**src/rtl/chat_pkg.sv**
```systemverilog
// chat_pkg: shared types and constants for the multi-channel chatter filter.
package chat_pkg;
    typedef enum logic {CHAT_BLANK = 1'b0, CHAT_DEBOUNCE = 1'b1} chat_mode_e;
    typedef enum logic {CH_IDLE, CH_COUNT} ch_state_e;
    localparam logic RST_LEVEL = 1'b1;
endpackage

```
**src/rtl/chat_filter_ch.sv**
```systemverilog
// chat_filter_ch: one channel -- synchroniser, blank/debounce FSM, hold counter, edge pulses.
module chat_filter_ch
    import chat_pkg::*;
#(
    parameter int CNT_W       = 4,
    parameter int HOLD        = 15,
    parameter int SYNC_STAGES = 2
) (
    input  logic       clk,
    input  logic       rst,
    input  logic       en,
    input  logic       abort,
    input  chat_mode_e mode,
    input  logic       in,
    output logic       out,
    output logic       rise,
    output logic       fall,
    output logic       busy
);
    localparam logic [CNT_W-1:0] LOAD = CNT_W'(HOLD - 1);

    logic [SYNC_STAGES-1:0] sync;
    ch_state_e              state;
    logic [CNT_W-1:0]       cnt;
    logic                   cand;
    logic                   s;

    assign s    = sync[SYNC_STAGES-1];
    assign busy = (state == CH_COUNT);

    always_ff @(posedge clk or negedge rst) begin
        if (!rst) begin
            sync  <= {SYNC_STAGES{RST_LEVEL}};
            out   <= RST_LEVEL;
            rise  <= 1'b0;
            fall  <= 1'b0;
            state <= CH_IDLE;
            cnt   <= '0;
            cand  <= RST_LEVEL;
        end else begin
            sync <= {sync[SYNC_STAGES-2:0], in};
            rise <= 1'b0;
            fall <= 1'b0;
            if (!en) begin
                state <= CH_IDLE;
                cnt   <= '0;
                out   <= s;
                rise  <= s & ~out;
                fall  <= ~s & out;
            end else if (abort) begin
                state <= CH_IDLE;
                cnt   <= '0;
            end else if (mode == CHAT_BLANK) begin
                // a falling edge passes at once, then out is pinned low for HOLD cycles
                if (state == CH_IDLE) begin
                    out  <= s;
                    rise <= s & ~out;
                    fall <= ~s & out;
                    if (!s && out) begin
                        state <= CH_COUNT;
                        cnt   <= LOAD;
                    end
                end else if (cnt != '0) begin
                    cnt <= cnt - 1'b1;
                end else begin
                    out   <= s;
                    rise  <= s;
                    state <= CH_IDLE;
                end
            end else begin
                if (state == CH_IDLE) begin
                    if (s != out) begin
                        cand  <= s;
                        cnt   <= LOAD;
                        state <= CH_COUNT;
                    end
                end else if (s != cand) begin
                    state <= CH_IDLE;
                end else if (cnt != '0) begin
                    cnt <= cnt - 1'b1;
                end else begin
                    out   <= cand;
                    rise  <= cand & ~out;
                    fall  <= ~cand & out;
                    state <= CH_IDLE;
                end
            end
        end
    end
endmodule

```
**src/rtl/chat_filter_multi.sv**
```systemverilog
// chat_filter_multi: CH independent chatter filters sharing enable, mode and reset.
module chat_filter_multi
    import chat_pkg::*;
#(
    parameter int CH          = 4,
    parameter int CNT_W       = 4,
    parameter int HOLD        = 15,
    parameter int SYNC_STAGES = 2
) (
    input  logic          clk,
    input  logic          rst,
    input  logic          en,
    input  logic          mode,
    input  logic [CH-1:0] in,
    output logic [CH-1:0] out,
    output logic [CH-1:0] rise,
    output logic [CH-1:0] fall,
    output logic [CH-1:0] busy
);
    chat_mode_e mode_q;
    logic       abort;

    if (HOLD < 1 || HOLD > 2**CNT_W - 1) begin : g_hold_check
        $error("chat_filter_multi: HOLD must be in 1..2**CNT_W-1");
    end
    if (SYNC_STAGES < 2) begin : g_sync_check
        $error("chat_filter_multi: SYNC_STAGES must be at least 2");
    end

    // a mode change drops every channel back to IDLE for one cycle
    assign abort = (chat_mode_e'(mode) != mode_q);

    always_ff @(posedge clk or negedge rst) begin
        if (!rst) mode_q <= CHAT_BLANK;
        else      mode_q <= chat_mode_e'(mode);
    end

    for (genvar i = 0; i < CH; i++) begin : g_ch
        chat_filter_ch #(
            .CNT_W(CNT_W),
            .HOLD(HOLD),
            .SYNC_STAGES(SYNC_STAGES)
        ) u_ch (
            .clk(clk),
            .rst(rst),
            .en(en),
            .abort(abort),
            .mode(mode_q),
            .in(in[i]),
            .out(out[i]),
            .rise(rise[i]),
            .fall(fall[i]),
            .busy(busy[i])
        );
    end
endmodule

```
**config.mk**
```make
export PLATFORM = sky130hd
export DESIGN_NAME = chat_filter_multi
export DESIGN_NICKNAME = d
export VERILOG_FILES = /design/src/rtl/chat_pkg.sv /design/src/rtl/chat_filter_ch.sv /design/src/rtl/chat_filter_multi.sv
export SDC_FILE = /design/constraint.sdc
export NUM_CORES = 1
export LEC_CHECK = 0
export ABC_AREA = 1
export CAP_MARGIN = 20
export CORE_UTILIZATION = 43
export DETAILED_ROUTE_END_ITERATION = 8
export SLEW_MARGIN = 20
export SYNTH_ARGS = -nofsm -noshare
export SYNTH_HDL_FRONTEND = slang
export SYNTH_SLANG_ARGS = --single-unit
```
**constraint.sdc**
```tcl
create_clock -name clk -period 2 [get_ports clk]
set_clock_uncertainty 0.05 [all_clocks]
set_input_delay 0.4 -clock clk [delete_from_list [all_inputs] [get_ports clk]]
set_output_delay 0.4 -clock clk [all_outputs]
set_load 0.01 [all_outputs]
```
==> summary.md, run 1 <==
| Metric | Value |
|---|---|
| Overall power consumption | about 2.7 mW |
| Number of placement rows | 29 |
| Per-cell routed wire length | approximately 13 µm |
| Synthesized area | just under 3000 µm² |
| Mapped Cells | between 400 and 500 |
| Final period demand of the worst path | approximately 1.9 ns |
| Buffer count from post-CTS setup fixing | 0 |
| Buffers on Ports | 23 |
| Number of hold violations in the final report | 0 |
| Worst min-delay path category | in -> async |
| Skew-Pair Late Insertion Delay | about 0.3 ns |
| Element type at the critical path start | flop |
| Failing checks | design-rule violations |
| Maximum clock frequency | roughly 530 MHz |
| Total core area | between 6000 and 7000 µm² |
| Worst-path maximum fanout | 6 |
| Sequential cell area fraction in the yosys report | about two fifths |
| Standby leakage power | 1.69 nW |
| Drt pass-1 iters | 8 |
| Status | finished with violations |
| Total global-route track usage | 20.6% |
| Clock root buffer master | clkbuf_8 |
| Fillers | 637 |
| Syn Area/Cell | approximately 7.1 µm² |
| Reg-to-Reg End | g_ch[3].u_ch.cnt[0] |
| Combined buffer and inverter count along the critical path | 1 |
| Clock tree from TritonCTS | yes |
| Total clock buffers created by CTS | 5 |
| Number of global-route vias before repair | 2658 |
| Global route total overflow | 0 |
| Max-cap check violation count | 0 |
| Final worst hold slack | 0.00194 ns |
| Portion of synthesized cell area occupied by the leading cell type | about a quarter |
| Initial antenna violation count | 0 |
| Post-layout net count | 467 |
| Routability-driven placement congestion ratio | ~0.91 |
| Clk pin slew, worst setup/hold paths | 0.08 ns |
| Clock tree sinks | 45 |
| Count of placed standard cells in the final layout, fillers left out | ~530 |
| Final Cycle Share | approximately 95% |
| Cell family contributing the most delay on the critical path | flip-flops |
| RSZ-0062 raised after global routing | false |
| Critical path cell sequence | clkdlybuf4s50_1 |
| Crit Path Category | reg -> out |
| Number of cell instances on the worst register-to-register path | 8 |
| Distinct cell type count after synthesis | 23 |
| Worst endpoint required time | roughly 1.6 ns |
| Top area cells in the synthesized netlist | dfrtp_1 (25%), dfstp_2 (14%), nand2_1 (14%), nand3_1 (7.7%), nor2_1 (6.1%) |
| DIE HEIGHT | between 80 and 90 µm |
| Slew @ Worst Pin | 0.497 ns |
| Wire length of the first global-routing pass | about 12 mm |
| Number of cells in the design after placement | roughly 520 |
| Setup slack of the most critical reg-to-reg path | 0.18 ns |
| DIE WIDTH | ~85 µm |
| Worst path slowest cell | dfstp_2 |
| Power density over the cells | 778 nW/µm² |
| Worst flop-to-flop path startpoint | g_ch[3].u_ch.sync[1] |
| Final-report max-slew violation count | 0 |
| Share of cells above drive strength 1 | between 10% and 20% |
| Synthesis-to-layout area growth | 17.0% |
| Launch point of the worst path | g_ch[2].u_ch.out |
| Largest net degree at the start of global routing | 27 |
| Number of hold buffers added after cts | 0 |
| Largest area contributor in the synthesized netlist | dfrtp_1 |
| Detailed-route DRC error count | 2 |
| VDD IR-drop max | roughly 0.00044 V |
| Data arrival, critical path | 1.44 ns |
| Final routed wirelength across all metal layers | ~6.8 mm |
| DR iter-0 viols | ~150 |
| Post-DP HPWL | approximately 5.2 mm |
| Detailed-route via count | about 2700 |
| Final antenna diode count | 0 |
| Die area | about 7000 µm² |
| Drt via density | a little over 5 |
| Register bit total from synthesis | between 40 and 50 |
| Remaining max-slew budget at the tightest pin | between 60% and 70% |
| Final setup violation count | 0 |
| Final cell utilization of the core | 53.1% |
| Post-route ant nets | 0 |
| Count of instances resized after the clock tree is built | 0 |
| Number of ports placed on the die boundary | 24 |
| YS warnings | 0 |
| CTS HTree Levels | 2 |
| Synthesized net count | 434 |
| CP Depth | 1 |
| Worst setup path endpoint | out[2] |
| Critical Path Sink Type | output port |
| Stage delay of the slowest cell on the critical path | about 0.60 ns |
| Longest Clk Path Bufs | 2 |
| Initial standard-cell utilization of the core | a little under half |
-- sequential cells by signal, indices dropped and copies added (netlist names) --
name / count
g_ch.u_ch.cnt: 16
g_ch.u_ch.sync: 8
g_ch.u_ch.busy: 4
g_ch.u_ch.cand: 4
g_ch.u_ch.fall: 4
g_ch.u_ch.out: 4
g_ch.u_ch.rise: 4
mode_q: 1
-- cells by family (layout without fill, tap and decap cells) --
family                     after synthesis  after routing  synth area share, %
adders and majority gates               12             12                 5.12
AOI/OAI and AO/OA                       59             59                 10.5
DFF                                     45             45                 39.1
and+or+nand+nor                        224            224                 32.8
buffers and inverters                   71            105                 11.6
xor gates and xnor gates                 3              3                0.896
-- Yosys cell counts --
master and n:
a21oi_1 31, a22o_1 1, buf_2 3, buf_4 19
clkbuf_1 5, dfrtp_1 29, dfstp_2 16, ha_1 12
inv_1 42, inv_2 2, nand2_1 106, nand2_2 2
nand2_4 3, nand3_1 45, nand3b_1 1, nand4_1 4
nor2_1 48, nor2_2 4, nor3_1 11, o21ai_0 24
o21bai_1 1, o31ai_1 2, xnor2_1 3
-- layout make-up --
class / count / area (µm²) / area share [%]
multi-input cells: 298 / 1450 / 42.1
flip-flops and latches: 45 / 1150 / 33.4
repair buffers: 53 / 463 / 13.5
inverters: 44 / 165 / 4.81
well taps: 77 / 96.3 / 2.81
clock buffers: 7 / 86.3 / 2.52
clock inverters: 1 / 30.0 / 0.875
-- worst min path at each step --
stage	from	end	slack (ns)	cells after the start
6_report	rst	g_ch[2].u_ch.cnt[2]	0.002	1
5_1_grt	rst	g_ch[2].u_ch.cnt[1]	0.04	1
4_1_cts	rst	g_ch[2].u_ch.cnt[2]	0.01	1
3_5_place_dp	g_ch[3].u_ch.sync[0]	g_ch[3].u_ch.sync[1]	0.30	0
3_3_place_gp	g_ch[0].u_ch.sync[0]	g_ch[0].u_ch.sync[1]	0.30	0
2_1_floorplan	rst	g_ch[0].u_ch.busy	0.05	0
-- placed cells by master, fill, tap and decap left out, types with 2 or more instances in the layout --
cell type / Yosys / layout
inv_2: 2 / 2
nand4_1: 4 / 4
o31ai_1: 2 / 2
nand2_1: 106 / 106
nand2_4: 3 / 3
a21oi_1: 31 / 31
clkbuf_8: 0 / 6
dfrtp_1: 29 / 29
xnor2_1: 3 / 3
nor2_1: 48 / 48
nand2_2: 2 / 2
inv_1: 42 / 42
o21ai_0: 24 / 24
ha_1: 12 / 12
nor3_1: 11 / 11
nand3_1: 45 / 45
buf_4: 19 / 29
dfstp_2: 16 / 16
clkdlybuf4s50_1: 0 / 22
nor2_2: 4 / 4
-- report_power, final --
part           switching (mW)  total, mW  internal [mW]
clock                   0.316      0.724          0.408
sequential              0.109       1.18           1.07
combinational           0.453      0.772          0.319
-- per-stage QoR --
stage,TNS (ns),setup slack (ns),instance area [µm²]
2_1_floorplan,0,0.370,2930
3_3_place_gp,-0.123,-0.0166,3320
3_5_place_dp,-0.429,-0.0682,3320
4_1_cts,0,0.0886,3430
5_1_grt,0,0.0433,3430
6_report,0,0.108,3430
-- layer usage --
| metal | vias up | track usage [%] | share of wire [%] |
|---|---|---|---|
| met5 | - | 0 | 0 |
| li1 | 1381 | - | - |
| met3 | 10 | 3.54 | 3.8 |
| met4 | 0 | 8.47 | 1.9 |
| met2 | 66 | 32.2 | 45 |
| met1 | 1231 | 28.5 | 50 |
No activity file was read; power rests on OpenSTA's default activity.
==> run 2: changes to the inputs <==
==> constraint.sdc (replaced) <==
create_clock -name clk -period 2 [get_ports clk]
set_clock_uncertainty 0.05 [all_clocks]
set_input_delay 0.6 -clock clk [delete_from_list [all_inputs] [get_ports clk]]
set_output_delay 0.6 -clock clk [all_outputs]
set_load 0.01 [all_outputs]
==> run 2 against run 1 <==
Net effect:
- the flow now finishes without violations
- critical path depth is the same
- register-to-register slack gained 0.06 ns
- non-clock buffer count is the same
- global-route usage shrank 0.54 points
- sequential power is essentially flat
- first-iteration DRC count shrank 4.1%
- via count shrank 0.63%
- maximum frequency grew 2.3%
- routed wire length shrank 3.5%
- critical endpoint is now busy[0]
==> summary.md, run 2 (synthesis gave the netlist of run 1 again) <==
| Metric | Value |
|---|---|
| Worst path slowest cell | clkdlybuf4s50_1 |
| Number of cells in the design after placement | 516 (-0.19%) |
| Total global-route track usage | 20.1% (-0.54 points) |
| Per-cell routed wire length | 12.5 µm (-3.5%) |
| Final-report max-slew violation count | 0 (unchanged) |
| Clock tree from TritonCTS | yes |
| Final antenna diode count | 0 (unchanged) |
| VDD IR-drop max | 0.000396 V (-11%) |
| DR iter-0 viols | 142 (-4.1%) |
| Routability-driven placement congestion ratio | 0.881 (-3.2%) |
| Stage delay of the slowest cell on the critical path | 0.54 ns (-0.06 ns) |
| Skew-Pair Late Insertion Delay | 0.30 ns (about the same) |
| Combined buffer and inverter count along the critical path | 1 (unchanged) |
| RSZ-0062 raised after global routing | false |
| Post-route ant nets | 0 (unchanged) |
| Number of placement rows | 29 (unchanged) |
| Crit Path Category | reg -> out |
| Final period demand of the worst path | 1.85 ns (-0.0420 ns) |
| Power density over the cells | 740 nW/µm² (-4.9%) |
| Wire length of the first global-routing pass | 11.5 mm (-2.2%) |
| Count of placed standard cells in the final layout, fillers left out | 525 (unchanged) |
| Slew @ Worst Pin | 0.475 ns (-0.0223 ns) |
| Number of cell instances on the worst register-to-register path | 8 (unchanged) |
| Number of hold violations in the final report | 0 (unchanged) |
| Flip-flop count of the largest register after layout | 16 (unchanged) |
| Clock tree sinks | 45 (unchanged) |
| Most common cell after layout, fill and taps aside | nand2_1 |
| Element type at the critical path start | flop |
| Register bank with the most flops | g_ch.u_ch.cnt |
| Status | finished, final reports clean |
| Clk pin slew, worst setup/hold paths | 0.09 ns (about the same) |
| Global route total overflow | 0 (unchanged) |
| Biggest regs | g_ch.u_ch.cnt: 16 flops, g_ch.u_ch.sync: 8 flops |
| Clock root buffer master | clkbuf_8 |
| Data arrival, critical path | 1.20 ns (-0.24 ns) |
| Post-layout net count | 467 (unchanged) |
| Drt via density | 5.09 (-0.63%) |
| Final Cycle Share | 92.5% (-2.1 points) |
| Max-cap check violation count | 0 (unchanged) |
| Initial standard-cell utilization of the core | 45.4% (unchanged) |
| Final setup violation count | 0 (unchanged) |
| Initial antenna violation count | 0 (unchanged) |
| DIE WIDTH | 84.6 µm (unchanged) |
| Largest net degree at the start of global routing | 27 (unchanged) |
| Share of cells above drive strength 1 | 15.6% (+1.1 points) |
| Number of ports placed on the die boundary | 24 (unchanged) |
| Standby leakage power | 1.69 nW (+0.41%) |
| Die area | 7150 µm² (unchanged) |
| Detailed-route via count | 2671 (-0.63%) |
| Detailed-route DRC error count | 0 (-2) |
| Maximum clock frequency | 540 MHz (+2.3%) |
| Critical Path Sink Type | output port |
| Cell family contributing the most delay on the critical path | buffers and inverters |
| Setup slack of the most critical reg-to-reg path | 0.24 ns (+0.06 ns) |
| CTS HTree Levels | 2 (unchanged) |
| Worst min-delay path category | in -> async |
| Total clock buffers created by CTS | 5 (unchanged) |
| Drt pass-1 iters | 6 (-2) |
| Worst endpoint required time | 1.35 ns (-0.20 ns) |
| Post-DP HPWL | 4.97 mm (-3.8%) |
| Number of hold buffers added after cts | 0 (unchanged) |
| Number of global-route vias before repair | 2522 (-5.1%) |
| Remaining max-slew budget at the tightest pin | 68.3% (+1.5 points) |
| Final routed wirelength across all metal layers | 6.57 mm (-3.5%) |
| DIE HEIGHT | 84.6 µm (unchanged) |
| Commonest cells after routing, fill and taps aside | nand2_1 (104), nor2_1 (47), nand3_1 (45), inv_1 (41), a21oi_1 (31) |
| Final worst hold slack | 0.190 ns (+0.188 ns) |
| Worst flop-to-flop path startpoint | g_ch[3].u_ch.sync[1] |
| Buffers on Ports | 23 (unchanged) |
| Synthesis-to-layout area growth | 16.6% |
| Critical path cell sequence | clkdlybuf4s50_1 |
| Total core area | 6460 µm² (unchanged) |
| Longest Clk Path Bufs | 2 (unchanged) |
| Worst-path maximum fanout | 2 (-4) |
| Reg-to-Reg End | g_ch[3].u_ch.cnt[1] |
## run 2: cell types whose count changed in the layout (fill, tap and decap cells not counted), sizes merged
cell / before / now
bufinv: 1 / 0
dlymetal6s2s: 0 / 1
clkbuf: 7 / 8
clkdlybuf4s50: 22 / 17
dlygate4sd2: 0 / 4
## run 2: worst max path at each step
stage,start,end,slack [ns],depth (start not counted)
after floorplan,en,g_ch[3].u_ch.cnt[0],0.34,8
after global placement,en,g_ch[3].u_ch.cnt[3],-0.31,9
after detailed placement,en,g_ch[3].u_ch.cnt[2],-0.35,9
after CTS,en,g_ch[3].u_ch.cnt[2],0.05,9
after global routing,mode,g_ch[0].u_ch.out,0.06,9
final,g_ch[0].u_ch.busy,busy[0],0.15,1
## run 2: per-layer routing
| layer | share of wire (%) | vias to the layer above | track usage [%] |
|---|---|---|---|
| met5 | 0 | - | 0 |
| met4 | 1.5 | 0 | 6.93 |
| met3 | 2.9 | 10 | 3.54 |
| met2 | 43 | 44 | 30.1 |
| met1 | 53 | 1236 | 29.2 |
| li1 | - | 1381 | - |
## run 2: cell type report
class / instances / area (µm²)
Clock buffer: 8 / 90.1
Fill cell: 613 / 3040
Inverter: 44 / 165
Multi-Input combinational cell: 298 / 1460
Sequential cell: 45 / 1150
Tap cell: 77 / 96.3
Timing Repair Buffer: 53 / 460
## run 2: stage by stage
stage / cell area, µm² / TNS (ns) / power [mW] / util, % / worst slack [ns]
6_report: 3420 / 0 / 2.53 / 53.0 / 0.150
4_1_cts: 3400 / 0 / 2.55 / 52.7 / 0.0536
3_5_place_dp: 3310 / -5.45 / 1.95 / 51.2 / -0.346
2_1_floorplan: 2930 / 0 / 1.71 / - / 0.340
3_3_place_gp: 3310 / -5.26 / 1.95 / 51.2 / -0.307
5_1_grt: 3420 / 0 / 2.72 / 53.0 / 0.0570
## run 2: power by group
part	switching (mW)	total [mW]	internal (mW)
registers	0.0859	1.15	1.06
logic	0.469	0.786	0.317
clock network	0.313	0.595	0.282
total	0.868	2.53	1.66
## run 2: repair_timing
item / in CTS / in global routing
gates resized for setup: 5 / 6
setup buffers: 1 / 0
pin swaps: 0 / 1
setup endpoints to repair: 8 / 16
## run 2: worst reg2reg max path: stages, from the launching register on
cell     delay, ns
dfstp_2       0.58
inv_1         0.09
ha_1          0.31
inv_1         0.09
nor3_2        0.05
nor2_2        0.20
nand2_1       0.14
nand2_1       0.08
nand2_1       0.05
